<file path="src/rtl/vga_tile_fetch.sv">
// Tile-mapped VGA pixel fetch: map lookup, then bitmap lookup, then a registered RGB pixel with aligned syncs.
// Latency: a pixel captured on one pix_en appears on R/G/B/hSync/vSync after the following pix_en.
// Backpressure: none; a pix_en that arrives during the map fetch is dropped and latches the sticky overrun flag.
module vga_tile_fetch #(
    parameter logic [11:0] MAP_BASE = 12'h000,
    parameter logic [11:0] BMP_BASE = 12'h400
) (
    input  logic        clk,
    input  logic        reset,
    input  logic        pix_en,
    input  logic [9:0]  col,
    input  logic [8:0]  row,
    input  logic        active,
    input  logic        hsync_in,
    input  logic        vsync_in,
    output logic [11:0] mem_addr,
    input  logic [8:0]  mem_data,
    output logic        R,
    output logic        G,
    output logic        B,
    output logic        hSync,
    output logic        vSync,
    output logic        overrun
);

    typedef enum logic [1:0] {
        S_IDLE = 2'd0,
        S_MAP  = 2'd1,
        S_HOLD = 2'd2
    } state_t;

    state_t      state_q, state_d;
    logic [11:0] addr_q, addr_d;
    logic [3:0]  sc_q, sc_d;
    logic [3:0]  sr_q, sr_d;
    logic        act_q, act_d;
    logic        hs_q, hs_d;
    logic        vs_q, vs_d;
    logic        r_q, r_d;
    logic        g_q, g_d;
    logic        b_q, b_d;
    logic        hsync_q, hsync_d;
    logic        vsync_q, vsync_d;
    logic        ovr_q, ovr_d;

    logic [4:0]  sx;
    logic [3:0]  sy;
    logic [3:0]  tile;
    logic [11:0] map_addr;
    logic [11:0] bmp_addr;
    logic [2:0]  field;
    logic        capture;

    // Pixel bit 0 of col/row only selects within a 2x2 screen block.
    logic unused_lsbs;
    assign unused_lsbs = col[0] ^ row[0];

    function automatic logic [2:0] div3(input logic [3:0] v);
        if (v >= 4'd15)      return 3'd5;
        else if (v >= 4'd12) return 3'd4;
        else if (v >= 4'd9)  return 3'd3;
        else if (v >= 4'd6)  return 3'd2;
        else if (v >= 4'd3)  return 3'd1;
        else                 return 3'd0;
    endfunction

    function automatic logic [1:0] mod3(input logic [3:0] v);
        case (v)
            4'd0, 4'd3, 4'd6, 4'd9, 4'd12, 4'd15: return 2'd0;
            4'd1, 4'd4, 4'd7, 4'd10, 4'd13:       return 2'd1;
            default:                              return 2'd2;
        endcase
    endfunction

    always_comb begin
        sx       = col[9:5];
        sy       = row[8:5];
        tile     = mem_data[3:0];
        map_addr = MAP_BASE + {8'd0, sy} * 12'd20 + {7'd0, sx};
        bmp_addr = BMP_BASE + {8'd0, tile} * 12'd96 + {8'd0, sr_q} * 12'd6
                 + {9'd0, div3(sc_q)};
        case (mod3(sc_q))
            2'd0:    field = mem_data[8:6];
            2'd1:    field = mem_data[5:3];
            default: field = mem_data[2:0];
        endcase
    end

    always_comb begin
        state_d = state_q;
        addr_d  = addr_q;
        sc_d    = sc_q;
        sr_d    = sr_q;
        act_d   = act_q;
        hs_d    = hs_q;
        vs_d    = vs_q;
        r_d     = r_q;
        g_d     = g_q;
        b_d     = b_q;
        hsync_d = hsync_q;
        vsync_d = vsync_q;
        ovr_d   = ovr_q;
        capture = 1'b0;

        case (state_q)
            S_IDLE: begin
                if (pix_en) begin
                    capture = 1'b1;
                end
            end
            S_MAP: begin
                addr_d  = bmp_addr;
                state_d = S_HOLD;
                if (pix_en) begin
                    ovr_d = 1'b1;
                end
            end
            S_HOLD: begin
                if (pix_en) begin
                    // Bitmap word is still on mem_data; retire the previous pixel as the next one is captured.
                    r_d     = act_q & field[2];
                    g_d     = act_q & field[1];
                    b_d     = act_q & field[0];
                    hsync_d = hs_q;
                    vsync_d = vs_q;
                    capture = 1'b1;
                end
            end
            default: begin
                state_d = S_IDLE;
            end
        endcase

        if (capture) begin
            sc_d    = col[4:1];
            sr_d    = row[4:1];
            act_d   = active;
            hs_d    = hsync_in;
            vs_d    = vsync_in;
            addr_d  = map_addr;
            state_d = S_MAP;
        end
    end

    always_ff @(posedge clk or posedge reset) begin
        if (reset) begin
            state_q <= S_IDLE;
            addr_q  <= 12'd0;
            sc_q    <= 4'd0;
            sr_q    <= 4'd0;
            act_q   <= 1'b0;
            hs_q    <= 1'b0;
            vs_q    <= 1'b0;
            r_q     <= 1'b0;
            g_q     <= 1'b0;
            b_q     <= 1'b0;
            hsync_q <= 1'b1;
            vsync_q <= 1'b1;
            ovr_q   <= 1'b0;
        end else begin
            state_q <= state_d;
            addr_q  <= addr_d;
            sc_q    <= sc_d;
            sr_q    <= sr_d;
            act_q   <= act_d;
            hs_q    <= hs_d;
            vs_q    <= vs_d;
            r_q     <= r_d;
            g_q     <= g_d;
            b_q     <= b_d;
            hsync_q <= hsync_d;
            vsync_q <= vsync_d;
            ovr_q   <= ovr_d;
        end
    end

    assign mem_addr = addr_q;
    assign R        = r_q;
    assign G        = g_q;
    assign B        = b_q;
    assign hSync    = hsync_q;
    assign vSync    = vsync_q;
    assign overrun  = ovr_q;

endmodule

</file>
<file path="config.mk">
export PLATFORM = sky130hd
export DESIGN_NAME = vga_tile_fetch
export DESIGN_NICKNAME = d
export VERILOG_FILES = /design/src/rtl/vga_tile_fetch.sv
export SDC_FILE = /design/constraint.sdc
export NUM_CORES = 1
export LEC_CHECK = 0
export CAP_MARGIN = 20
export CORE_AREA = 2 2 69 77
export CTS_CLUSTER_SIZE = 8
export DETAILED_ROUTE_END_ITERATION = 8
export DIE_AREA = 0 0 71 79
export GPL_TIMING_DRIVEN = 0
export HOLD_SLACK_MARGIN = 0.05
export PLACE_DENSITY = 0.75
export RECOVER_POWER = 25
export REMOVE_ABC_BUFFERS = 1
export SLEW_MARGIN = 20
export SYNTH_ARGS = -nofsm -noshare
export SYNTH_HDL_FRONTEND = slang
export SYNTH_SLANG_ARGS = --single-unit
export TNS_END_PERCENT = 1
</file>
<file path="constraint.sdc">
create_clock -name clk -period 6.25 [get_ports clk]
set_input_delay 1.875 -clock clk [delete_from_list [all_inputs] [get_ports clk]]
set_output_delay 1.875 -clock clk [all_outputs]
set_load 0.02 [all_outputs]
</file>
# Yosys cells after proc, flatten, opt, wreduce, memory -nomap -nowiden
# Memories as Yosys holds them, arrays and structs flattened.
# Cells that the tools add are included.
[op_classes]
add_sub_neg = 4
multipliers = 3
n_lt_le_gt_ge = 5
n_eq_ne = 4
mux = 12
n_bitwise = 3
n_reduce_logical = 6
[op_table]
columns = ["operator", "n"]
rows = [
  ["$mux W12", 2],
  ["$add A11 B11 Y12 const A", 1],
  ["$add A12 B3 Y12", 1],
  ["$add A12 B7 Y12", 1],
  ["$ge A4 B4 Y1 const B", 3],
  ["$mul A4 B2 Y6 const B", 2],
  ["$add A9 B5 Y10", 1],
  ["$mul A4 B3 Y7 const B", 1],
  ["$mux W2", 3],
  ["$mux W3", 2],
  ["$pmux W3 S2", 1],
  ["$eq A2 B1 Y1 const B", 2],
  ["$ge A4 B2 Y1 const B", 1],
  ["$ge A4 B3 Y1 const B", 1],
  ["$logic_not A2 Y1", 2],
  ["$pmux W2 S2", 1],
  ["$reduce_and A2 Y1", 2],
  ["$and A1 B1 Y1", 3],
  ["$mux W1", 3],
  ["$eq A2 B2 Y1 const B", 1],
  ["$ne A2 B1 Y1 const B", 1],
  ["$reduce_bool A2 Y1", 1],
  ["$reduce_or A2 Y1", 1],
]
[totals]
ff_bits = 31
rom_bits = 32
inputBits = 34
output_inout_bits = 18
wordCells = 51
memories = 1
[mem_list]
columns = ["memory", "depth", "width", "read_ports", "rd_clocked_by_memory_dff", "write_ports", "line", "source"]
rows = [
  ["(name not given)", 16, 2, 1, 0, 0, "68", "case (v)"],
]

# Logic depth before layout (Yosys ltp)
[depth]
word_depth = 9
mapped_depth = 11
depth_no_buf = 11

# Worst setup path before layout
# Ideal clock, no wire load.
[synth_path]
path_kind = "input-to-reg"
from = "input port row[6]"
to = "register addr_q[8] (netlist: mem_addr[8])"
setup_time_ns = 0.135
arrival_time_ns = 3.557
required_ns = 6.115
setup_slack_ns = 2.558
path_stages = 9
path_cell_list = "ha_1 -> ha_1 -> inv_1 -> fa_1 -> xnor2_1 -> o2111ai_1 -> xnor2_1 -> o311ai_0 -> o21ai_1"
[synth_via]
elab_chain_len = 3
[synth_lines]
columns = ["element", "line", "source"]
rows = [
  ["from (decl)", "12", "input logic [8:0] row,"],
  ["$mul A4 B3 Y7", "79", "map_addr = MAP_BASE + {8'd0, sy} * 12'd20 + {7'd0, sx};"],
  ["$add A9 B5 Y10", "79", ""],
  ["$mux W12", "134", "if (capture) begin"],
  ["to (signal assigned)", "162", "addr_q <= addr_d;"],
  ["to (decl)", "33", "logic [11:0] addr_q, addr_d;"],
]
# No other way between the ends.
# A chain may end at the register's enable or synchronous reset.

# Final worst setup path
# Ends and elaborated chain as after synthesis.

==> metrics.txt <==
status complete, no violations; Layout Cells excl Fill 338; die height 79 µm; number of max-slew violations in the final report 0; #FFs+latches synth 31; RSZ-0062 raised after global routing no; DRC Markers 0; crit path kind in2reg; Final HPWL DP 3.35 mm; clock transition at the registers of the reported paths 70 ps; CTS Root Cell clkbuf_8; design area 2870 µm²; final hold slack 462 ps; leading area contributor after synthesis dfrtp_1; FILL cells 436; max-cap check violation count 0; H-tree Lvls 2; vias per cell 5.33; WL final 4.29 mm; distinct cell type count after synthesis 46; core area 4900 µm²; setup repair bufs after CTS 0; Layout area overhead 28.6%; vias in the first global route 1698; adder-cell share of the synthesized area 17.9%; gpl congestion 0.813; wire per inst 12.7 µm; placed cells 330; Mapped Area 2230 µm²; Max FO, Critical Path 3; Worst Path Required 6410 ps; power density cells 289 nW/µm²; IR drop worst, VDD 157 µV; Resized cells post-CTS 0; fin crit period 4080 ps; critical path launch point type input pin; Post-DP Area 2760 µm²; Yosys top cell area share 32.5%; Max-slew headroom 23.0%; count leader, synth dfrtp_1; complex-gate fraction of the synthesized area 14.1%; Tcrit/Tclk final 65.2%; CTS tree built; final setup fails 0; CTS buffer count 5; # rows 27; mux cell area share after synthesis 7.22%; TritonRoute pass-1 iters 4; ANT cells 0; hold buffers post-CTS 0; Syn. warnings 0; Total GRT Usage 16.4%; fmax 0.245 GHz; Synth top cells by count dfrtp_1 (29), ha_1 (24), nand2_1 (23); routed vias 1800; Die X 71 µm; Slew @ Worst Pin 1150 ps; first-pass GRT wire length 7.38 mm; PortBufs 49; Max clock buf depth 2; initial antenna violation count 0; syn_area_per_cell 9.67 µm²; min-delay worst type reg2reg; xor/xnor share of the synthesized area 6.27%; Fin Clk Skew 7.35 ps; crit path DAT 4240 ps; async set-reset flop share out of synthesis 100%; post-synthesis simple-gate area fraction 14.4%; DIE AREA 5610 µm²; Initial Util 45.6%; final-report hold violation count 0; I/O pin count 52; total congestion overflow 0; Leak Pwr 1.28 nW; top cells by area, synth dfrtp_1 (32%), ha_1 (13%), o21ai_0 (4.7%); Sinks on Clock Net 31; ratio of cells with drive above 1 in the final layout 10.7%; largest family of logic cells by synthesized area adder cells; clk_lat worst skew 280 ps; Post-synth EDFFs 0; Antenna Nets Post-Route 0; ys flop type dfrtp_1; crit end category flop; Fin Setup TNS 0 ps; drt first-iter violations 55; cells after synthesis 231; fin nets 342; sequential element share of the synthesized area 34.8%; largest net degree at the start of global routing 34
## through the flow
step	utilization [%]	power (mW)	setup slack, ps
after global routing	58.6	0.886	1990
after global placement	56.1	0.624	1290
after floorplan	-	0.502	2560
final	58.6	0.831	2170
after CTS	58.6	0.839	2180
after detailed placement	56.2	0.633	1880
## state kept, by name (all words and copies together), names as in the netlist
name      flops
hs_q          1
vs_q          1
G             1
overrun       1
hSync         1
state_q       2
act_q         1
R             1
B             1
mem_addr     12
vSync         1
sr_q          4
sc_q          4
## cell families (layout without fill, tap and decap cells)
group,count (synthesis),after routing
adder cells (fa/ha/maj),29,29
flip-flops,31,31
multiplexers,15,15
buffers and inverters,26,75
AND/OR/NAND/NOR,63,63
XOR/XNOR,16,16
AO/OA/AOI/OAI,51,51
## final timing paths
check	from	end	slack, ps	cells after the start
max	row[6]	mem_addr[8]	2170	10
min	overrun	overrun	460	1
max reg2reg	sr_q[1]	mem_addr[10]	3600	9
min reg2reg	overrun	overrun	460	1
max in group asynchronous	reset	mem_addr[5]	3220	2
min in group asynchronous	reset	state_q[0]	2340	2
## layout make-up
type                            count  area [µm²]  share of cell area [%]
Clock inverter                      2        35.0                    1.22
Sequential cell                    31         778                    27.1
Tap cell                           58        72.6                    2.53
Timing Repair Buffer               49         490                    17.1
Multi-Input combinational cell    174        1350                    46.9
Inverter                           18        67.6                    2.35
Clock buffer                        6        82.6                    2.87
## where the power goes
part           internal, mW  switching (mW)
clock                 0.129          0.0741
combinational         0.172           0.177
sequential            0.248          0.0311
total                 0.549           0.282
## cells in the final DEF, fill, tap and decap left out, types with 5 or more instances in the layout
cell type | Yosys | layout
mux2_2 | 9 | 9
o21ai_1 | 6 | 6
o21ai_0 | 21 | 21
clkbuf_8 | 1 | 6
clkdlybuf4s50_1 | 0 | 47
fa_1 | 5 | 5
nor2_1 | 12 | 11
mux2i_1 | 6 | 6
ha_1 | 24 | 24
nand3_1 | 5 | 5
nand2_1 | 23 | 23
xnor2_1 | 10 | 10
a21oi_1 | 7 | 7
dfrtp_1 | 29 | 29
xor2_1 | 6 | 6
inv_1 | 18 | 18
## per-layer routing
metal | vias to the layer above | share of wire, % | track usage, %
met4 | 0 | 0.98 | 3.96
met5 | - | 0 | 0
met2 | 38 | 51 | 29.5
met3 | 5 | 4.0 | 3.81
met1 | 861 | 44 | 19.8
li1 | 896 | - | -
## worst max-delay path: stages
cell	delay, ps
clkdlybuf4s50_1	460
ha_1	300
ha_1	150
inv_1	50
fa_1	390
xnor2_1	270
o2111ai_1	180
xnor2_1	170
o311ai_0	280
o21ai_1	110
Power figures use the tool's default switching activity.
